## src/rtl/vga_timing_gen_prog.sv

```systemverilog
`default_nettype none
// ============================================================================
// Module   : vga_timing_gen_prog
// Brief    : Run-time programmable raster timing generator. Produces sync,
//            look-ahead active-video flag, pixel coordinates, line/frame
//            strobes and a frame counter. New timings are staged and only
//            take effect on a frame boundary.
// Revision : 1.0 - initial release
// ============================================================================
module vga_timing_gen_prog #(
    parameter int CW          = 11,
    parameter int H_SYNC      = 96,
    parameter int H_ACT_START = 144,
    parameter int H_ACT_LEN   = 640,
    parameter int H_TOTAL     = 800,
    parameter int V_SYNC      = 2,
    parameter int V_ACT_START = 35,
    parameter int V_ACT_LEN   = 480,
    parameter int V_TOTAL     = 525,
    parameter int HS_POL      = 0,
    parameter int VS_POL      = 0,
    parameter int LOOKAHEAD   = 1,
    parameter int FRAME_CW    = 16
) (
    input  logic                i_clk,
    input  logic                i_rst_n,
    input  logic                i_en,
    input  logic                i_cfg_wr,
    input  logic [8*CW-1:0]     i_cfg_data,
    output logic                o_cfg_busy,
    output logic                o_cfg_err,
    output logic                o_hs,
    output logic                o_vs,
    output logic                o_active_video_area,
    output logic [CW-1:0]       o_x,
    output logic [CW-1:0]       o_y,
    output logic                o_line_start,
    output logic                o_frame_start,
    output logic [FRAME_CW-1:0] o_frame_cnt
);

    // Field order matches the config word: h_sync sits in the LSBs.
    typedef struct packed {
        logic [CW-1:0] v_total;
        logic [CW-1:0] v_act_len;
        logic [CW-1:0] v_act_start;
        logic [CW-1:0] v_sync;
        logic [CW-1:0] h_total;
        logic [CW-1:0] h_act_len;
        logic [CW-1:0] h_act_start;
        logic [CW-1:0] h_sync;
    } timing_t;

    typedef enum logic [0:0] {
        S_IDLE    = 1'b0,
        S_PENDING = 1'b1
    } cfg_state_t;

    localparam timing_t c_DEFAULT = '{
        v_total:     CW'(V_TOTAL),
        v_act_len:   CW'(V_ACT_LEN),
        v_act_start: CW'(V_ACT_START),
        v_sync:      CW'(V_SYNC),
        h_total:     CW'(H_TOTAL),
        h_act_len:   CW'(H_ACT_LEN),
        h_act_start: CW'(H_ACT_START),
        h_sync:      CW'(H_SYNC)
    };
    localparam logic [CW-1:0] c_LOOK     = CW'(LOOKAHEAD);
    localparam logic [CW:0]   c_LOOK_EXT = (CW+1)'(LOOKAHEAD);
    localparam logic          c_HS_POL   = 1'(HS_POL);
    localparam logic          c_VS_POL   = 1'(VS_POL);

    // ------------------------------------------------------------------
    // State
    // ------------------------------------------------------------------
    cfg_state_t          r_state;
    timing_t             r_shadow;
    timing_t             r_stage;
    logic                r_busy;
    logic                r_err;
    logic [CW-1:0]       r_h;
    logic [CW-1:0]       r_v;
    logic [FRAME_CW-1:0] r_frame_cnt;
    logic                r_hs;
    logic                r_vs;
    logic                r_act;
    logic [CW-1:0]       r_x;
    logic [CW-1:0]       r_y;
    logic                r_h_zero;
    logic                r_hv_zero;

    // ------------------------------------------------------------------
    // Config validation (sums carried one bit wider to avoid wrap)
    // ------------------------------------------------------------------
    timing_t      w_cfg_in;
    logic         w_cfg_ok;
    logic         w_wr_ok;
    logic [CW:0]  w_in_h_end;
    logic [CW:0]  w_in_v_end;

    assign w_cfg_in   = timing_t'(i_cfg_data);
    assign w_in_h_end = {1'b0, w_cfg_in.h_act_start} + {1'b0, w_cfg_in.h_act_len};
    assign w_in_v_end = {1'b0, w_cfg_in.v_act_start} + {1'b0, w_cfg_in.v_act_len};
    assign w_cfg_ok   = (w_cfg_in.h_sync < w_cfg_in.h_act_start)
                     && (w_in_h_end <= {1'b0, w_cfg_in.h_total})
                     && (c_LOOK_EXT <= {1'b0, w_cfg_in.h_act_start})
                     && (w_cfg_in.v_sync < w_cfg_in.v_act_start)
                     && (w_in_v_end <= {1'b0, w_cfg_in.v_total})
                     && (w_cfg_in.h_act_len != '0)
                     && (w_cfg_in.v_act_len != '0);
    assign w_wr_ok    = i_cfg_wr && w_cfg_ok;

    // ------------------------------------------------------------------
    // Next raster position and the timing that governs it
    // ------------------------------------------------------------------
    logic          w_h_last;
    logic          w_v_last;
    logic          w_wrap;
    logic          w_apply;
    timing_t       w_tim;
    logic [CW-1:0] w_h_nxt;
    logic [CW-1:0] w_v_nxt;
    logic [CW:0]   w_hp;
    logic [CW:0]   w_h_beg;
    logic [CW:0]   w_h_end;
    logic [CW:0]   w_v_beg;
    logic [CW:0]   w_v_end;
    logic          w_act_nxt;

    assign w_h_last = (r_h == r_shadow.h_total - CW'(1));
    assign w_v_last = (r_v == r_shadow.v_total - CW'(1));
    assign w_wrap   = w_h_last && w_v_last;
    assign w_apply  = i_en && w_wrap && (r_state == S_PENDING);
    // The first position of a new frame is already evaluated with the
    // freshly applied timing so outputs switch cleanly at (0,0).
    assign w_tim    = w_apply ? r_stage : r_shadow;
    assign w_h_nxt  = w_h_last ? '0 : r_h + CW'(1);
    assign w_v_nxt  = w_h_last ? (w_v_last ? '0 : r_v + CW'(1)) : r_v;

    assign w_hp      = {1'b0, w_h_nxt} + c_LOOK_EXT;
    assign w_h_beg   = {1'b0, w_tim.h_act_start};
    assign w_h_end   = w_h_beg + {1'b0, w_tim.h_act_len};
    assign w_v_beg   = {1'b0, w_tim.v_act_start};
    assign w_v_end   = w_v_beg + {1'b0, w_tim.v_act_len};
    assign w_act_nxt = (w_hp >= w_h_beg) && (w_hp < w_h_end)
                    && ({1'b0, w_v_nxt} >= w_v_beg) && ({1'b0, w_v_nxt} < w_v_end);

    // Advance raster counters and register all position-derived outputs
    always_ff @(posedge i_clk or negedge i_rst_n) begin
        if (!i_rst_n) begin
            r_h         <= '0;
            r_v         <= '0;
            r_frame_cnt <= '0;
            r_hs        <= c_HS_POL;
            r_vs        <= c_VS_POL;
            r_act       <= 1'b0;
            r_x         <= '0;
            r_y         <= '0;
            r_h_zero    <= 1'b1;
            r_hv_zero   <= 1'b1;
        end else if (i_en) begin
            r_h       <= w_h_nxt;
            r_v       <= w_v_nxt;
            r_hs      <= (w_h_nxt < w_tim.h_sync) ? c_HS_POL : ~c_HS_POL;
            r_vs      <= (w_v_nxt < w_tim.v_sync) ? c_VS_POL : ~c_VS_POL;
            r_act     <= w_act_nxt;
            r_x       <= w_act_nxt ? (w_h_nxt + c_LOOK - w_tim.h_act_start) : '0;
            r_y       <= w_act_nxt ? (w_v_nxt - w_tim.v_act_start) : '0;
            r_h_zero  <= (w_h_nxt == '0);
            r_hv_zero <= (w_h_nxt == '0) && (w_v_nxt == '0);
            if (w_wrap) begin
                r_frame_cnt <= r_frame_cnt + FRAME_CW'(1);
            end
        end
    end

    // Config staging FSM: stage valid writes, hand over at frame boundary
    always_ff @(posedge i_clk or negedge i_rst_n) begin
        if (!i_rst_n) begin
            r_state  <= S_IDLE;
            r_busy   <= 1'b0;
            r_err    <= 1'b0;
            r_stage  <= '0;
            r_shadow <= c_DEFAULT;
        end else begin
            r_err <= i_cfg_wr && !w_cfg_ok;
            if (w_apply) begin
                r_shadow <= r_stage;
            end
            // A write coinciding with the apply cycle lands in staging after
            // the old staged value has been consumed.
            if (w_wr_ok) begin
                r_stage <= w_cfg_in;
            end
            case (r_state)
                S_IDLE: begin
                    if (w_wr_ok) begin
                        r_state <= S_PENDING;
                        r_busy  <= 1'b1;
                    end
                end
                S_PENDING: begin
                    if (!w_wr_ok && w_apply) begin
                        r_state <= S_IDLE;
                        r_busy  <= 1'b0;
                    end
                end
                default: begin
                    r_state <= S_IDLE;
                    r_busy  <= 1'b0;
                end
            endcase
        end
    end

    assign o_cfg_busy          = r_busy;
    assign o_cfg_err           = r_err;
    assign o_hs                = r_hs;
    assign o_vs                = r_vs;
    assign o_active_video_area = r_act;
    assign o_x                 = r_x;
    assign o_y                 = r_y;
    assign o_frame_cnt         = r_frame_cnt;
    // Strobes mark the current position only while it is about to advance;
    // they are forced low while reset is held.
    assign o_line_start        = i_rst_n & i_en & r_h_zero;
    assign o_frame_start       = i_rst_n & i_en & r_hv_zero;

endmodule
`default_nettype wire
```

## config.mk

```make
export PLATFORM = sky130hd
export DESIGN_NAME = vga_timing_gen_prog
export DESIGN_NICKNAME = d
export VERILOG_FILES = /design/src/rtl/vga_timing_gen_prog.sv
export SDC_FILE = /design/constraint.sdc
export NUM_CORES = 1
export LEC_CHECK = 0
export CAP_MARGIN = 20
export CELL_PAD_IN_SITES_DETAIL_PLACEMENT = 1
export CELL_PAD_IN_SITES_GLOBAL_PLACEMENT = 1
export CORE_ASPECT_RATIO = 0.7
export CORE_MARGIN = 2
export CORE_UTILIZATION = 50
export DETAILED_ROUTE_END_ITERATION = 12
export PLACE_DENSITY = 0.85
export SYNTH_ARGS = -nofsm -noshare
export SYNTH_HDL_FRONTEND = slang
export SYNTH_SLANG_ARGS = --single-unit
```

## constraint.sdc

```tcl
create_clock -name i_clk -period 13.91 [get_ports i_clk]
set_input_delay 2.782 -clock i_clk [delete_from_list [all_inputs] [get_ports i_clk]]
set_output_delay 2.782 -clock i_clk [all_outputs]
set_load 0.02 [all_outputs]
```

======== After elaboration in Yosys (flattened, before gate mapping) ========
Index checks and enable logic that the tools add are counted.
word-level totals
  register bits after elaboration ......... 244
  latch bits .............................. 0
  bits in writable memories ............... 0
  bits in read-only memories .............. 0
  input bits .............................. 92
  word-level logic and storage cells ...... 99
  memories kept ........................... 0
operators by class
  add/sub/neg operators ................... 13
  multiply operators ...................... 0
  divide/modulo/power cells ............... 0
  magnitude comparators ................... 11
  equality and inequality tests ........... 4
  shift-type cells ........................ 0
  muxes and demuxes ....................... 14
  bitwise operators ....................... 4
  reduce and logical (&&, ||, !) cells .... 24
operators by type and width
  kind                                                                    number
  77-bit two-way mux                                                      1
  11-bit two-way mux                                                      5
  11-bit by 11-bit adder with 12-bit output                               4
  11-bit < comparator                                                     4
  11-bit by 1-bit adder with 11-bit output (second input constant)        3
  12-bit by 11-bit <= comparator with 1-bit output                        2
  11-bit == test                                                          2
  11-bit logical NOT                                                      2
  11-bit nonzero test                                                     2
  11-bit by 1-bit subtractor with 11-bit output (second input constant)   2
  11-bit subtractor                                                       2
  16-bit by 1-bit adder with 16-bit output (second input constant)        1
  1-bit logical AND                                                       16
  11-bit by 1-bit adder with 12-bit output (second input constant)        1
  12-bit by 11-bit greater-or-equal comparator with 1-bit output          1
  11-bit by 12-bit < comparator with 1-bit output                         1
  12-bit < comparator                                                     1
  11-bit greater-or-equal comparator                                      1
  1-bit by 11-bit <= comparator with 1-bit output (first input constant)  1
  1-bit two-way mux                                                       6
  1-bit one-hot mux with 2 select lines                                   2
  2-bit AND reduction                                                     2
  1-bit AND                                                               3
  1-bit logical NOT                                                       2
  other kinds (3)                                                         3

======== Longest topological paths before layout ========
  word-level depth ........................ 13
  depth in mapped cells ................... 31

======== Least setup slack after synthesis ========
OpenSTA, ideal clock, no wires.
  path kind ............................... input port to flip-flop
  start ................................... input port i_en
  end ..................................... register r_x[0] (netlist: o_x[0])
  library setup time ...................... 0.081 ns
  data arrival time ....................... 7.845 ns
  data required time ...................... 13.829 ns
  setup slack ............................. 5.983 ns
  cell stages on the path ................. 26
  path buffers ............................ 5
  cells stage by stage .................... clkbuf_1 -> nand2_1 -> or4_1 -> nor4_4 -> buf_2 -> buf_2 -> mux2i_1 -> inv_1 -> fa_1 -> a21o_1 -> a21oi_1 -> o21bai_1 -> a21oi_1 -> o21bai_1 -> a21oi_1 -> o21bai_1 -> a21oi_1 -> xor2_1 -> ha_1 -> a21oi_1 -> a211oi_1 -> a31o_2 -> or3_1 -> buf_2 -> buf_6 -> o22ai_2
RTL lines
  element               RTL line  source
  from (decl)           27        input logic i_en,
  to (signal assigned)  168       r_x <= w_act_nxt ? (w_h_nxt + c_LOOK - w_tim.h_act_start) : '0;
  to (decl)             88        logic [CW-1:0] r_x;

==> run metrics <==
outcome=complete, no violations; post-route worst setup slack=4.31 ns; maximum vdd drop=roughly 0.0001 V; yosys warns=0; CTS clk-pin slew, worst paths=0.07 ns; Setup TNS Final=0 ns; Hold Slack=~0.48 ns; core area=approximately 0.032 mm²; Clock Skews=about 0.020 ns; initial drt markers=around 1k; clock latency on the worst-skew pair=roughly 0.57 ns; Longest Clk Path Bufs=3; Starting Density=50.5%; Area Overhead vs Synth=16.5%; antenna-violating nets left=0; critical hold path startpoint=r_shadow[30]; top cell type's share of synthesized area=34.1%; Sequential Power Share=between 30 and 40%; Post-synth EDFFs=0; dpl cells=roughly 2.2k; dpl ws=slightly below 4 ns; layout cells sized above 1=12.3%; initial antenna violation count=2; period utilisation layout=roughly 70%; GPL Wtd Cong=about 0.90; Critical Path RT=approximately 14 ns; Detailed Routing Iterations Pass 1=5; Reg2Reg Setup Slack=about 5.7 ns; Comb pwr share=35.4%; syn avg cell area=between 9 and 10 µm²; achievable frequency=around 100 MHz; Post-CTS Hold Fix Bufs=0; final-report setup violation count=0; vias=about 14k; Synth cell types=76; Psw=around 0.96 mW; clk sinks=between 200 and 250; final hold viol count=0; Hold Path Class=flip-flop to flip-flop; crit path DAT=about 10 ns; die width=about 220 µm; sequential area share after synthesis=37.8%; unrepaired setup endpoints after global routing=false; Post CTS Setup Buffer Count=0; met1 GRT Util=roughly 47%; pin count of the biggest net entering global routing=~130; GRT Total Usage=between 30% and 40%; nets=between 2k and 2.5k; die span in y=155 µm; FP Rows=55; critical path's largest stage delay=~0.65 ns; slowest library cell on the worst path=buf_4; routed len/inst=approximately 24 µm; CTS-repair resized insts=0; Critical Path End Type=flip-flop; Synth Instances=1657; Crit. Startpoint=i_en; grt total ovfl=0; htree depth=1; CTS tree=yes; grt met3 use=roughly 6.1%; async set-reset flop share out of synthesis=100%; drt via density=6.09; worst-margin pin slew=around 1.0 ns; post-synth top area cell=dfrtp_1; post-DP HPWL=39700 µm; critical path type=primary input to flip-flop; met2 Use GR=a little under half; dpl cell area=around 0.018 mm²; Static Leak=just over 9 nW; most used flip-flop cell after synthesis=dfrtp_1; Final Critical Period=about 9.6 ns; vias in the first global route=about 14k; first-pass GRT wire length=roughly 83000 µm; GR peak layer=met2; Pwr Density=143 mW/mm²; Yosys reg bits=around 240; cell area after layout=between 0.015 and 0.02 mm²; Util after Layout=around three fifths; top post-synthesis cells by area=dfrtp_1, ha_1, mux2_2; Synth Net Count=~1.9k; Clock power frac=between 20% and 30%; Routed WL=between 50000 and 60000 µm; max_slew headroom=29.8%; cell repeated most along the worst path=a21oi_1; fin cells=2227; critical path launch point type=primary input; R2R Path Start=r_shadow[33]; area of the die=around 0.034 mm²; clock root buffer master=clkbuf_16; Num CTS Buffers=25; max-slew violations=0; Synth Cell Area=around 0.016 mm²; Port-buffer cells=136; max cap viols=0; Sw Ratio=35.6%; total chip power=roughly 2.7 mW; Pint=approximately 1.7 mW; I/O pins=about 140; CP max FO=62; detailed-route DRC error count=0
-- synth_stat cells (23+ instances only) --
master / count
a21o_1: 33
mux2i_1: 41
ha_1: 174
xor2_1: 45
nor3_1: 34
xnor2_1: 67
a21oi_1: 69
nand2_1: 182
nand4_1: 29
inv_1: 158
nand3_1: 34
o21ai_0: 47
dfrtp_1: 221
mux2_2: 112
dfstp_2: 23
nor2_1: 77
clkbuf_1: 34
-- layout make-up --
| cell class | count | area [µm²] |
|---|---|---|
| clock buffer | 32 | 652 |
| antenna | 2 | 5.00 |
| tap | 427 | 534 |
| clock inverter | 14 | 215 |
| sequential | 244 | 6130 |
| fill | 3540 | 13200 |
| timing repair buffer | 147 | 1490 |
| multi-input combinational | 1203 | 9290 |
| inverter | 158 | 593 |
-- worst max-delay path: cells and delay by family --
kind | cells | cell delay [ns]
AOI/OAI and AO/OA | 12 | 1.96
buffers and inverters | 6 | 2.36
and+or+nand+nor | 4 | 1.36
adders and majority gates | 2 | 0.79
xor gates and xnor gates | 1 | 0.16
muxes | 1 | 0.47
-- logic make-up after synthesis --
group / synth area share [%]
buffers and inverters: 5.08
AOI/OAI and AO/OA: 12.0
adders and majority gates: 14.1
DFF: 37.8
muxes: 10.4
and+or+nand+nor: 14.5
xor gates and xnor gates: 6.04
-- cell usage in the layout (no fill, tap or decap), types with 9 or more instances in the layout --
cell / n
xnor2_1: 67
ha_1: 174
a31oi_1: 10
nand2_1: 182
nand4_1: 29
nand3_1: 33
and3_1: 19
o211ai_1: 9
clkdlybuf4s50_1: 134
dfstp_2: 23
o22ai_2: 20
a21oi_1: 69
a21o_1: 33
xor2_1: 45
inv_1: 158
dfrtp_1: 221
nand2b_1: 16
o21a_1: 10
mux2_2: 112
mux2i_1: 41
nor3_1: 34
o21bai_1: 18
clkbuf_16: 25
nor2_1: 77
o21ai_0: 47
nor4_1: 18
nor2b_1: 15
-- per-layer routing --
metal	vias to the layer above	wire length, µm
met1	6907	25000
met5	-	0
met4	0	1260
met2	501	23400
li1	6076	-
met3	87	4210
-- power by group through the flow --
stage	clock network (mW)	logic [mW]	registers, mW
after detailed placement	0	0.940	1.01
final	0.740	0.959	1.01
after CTS	0.751	0.956	1.00
after global placement	0	0.883	0.994
after global routing	0.776	1.06	1.02
after floorplan	0	0.686	0.937
-- path summary, 6_finish.rpt --
path / endpoint / cells past startpoint
max: o_x[2] / 26
min: r_shadow[30] / 2
max reg2reg: o_x[2] / 28
min reg2reg: r_shadow[30] / 2
max in group asynchronous: o_frame_cnt[7] / 2
min in group asynchronous: o_x[5] / 1
-- state kept, by name, summed over array words and instances, names as in the netlist --
| signal | cells |
|---|---|
| o_y | 11 |
| r_shadow | 88 |
| o_x | 11 |
| o_frame_cnt | 16 |
| r_hv_zero | 1 |
| r_h | 11 |
| o_active_video_area | 1 |
| o_cfg_busy | 1 |
| o_vs | 1 |
| r_stage | 88 |
| r_v | 11 |
| o_hs | 1 |
| o_cfg_err | 1 |
| r_h_zero | 1 |
| r_state | 1 |
No activity file was read; power rests on OpenSTA's default activity.
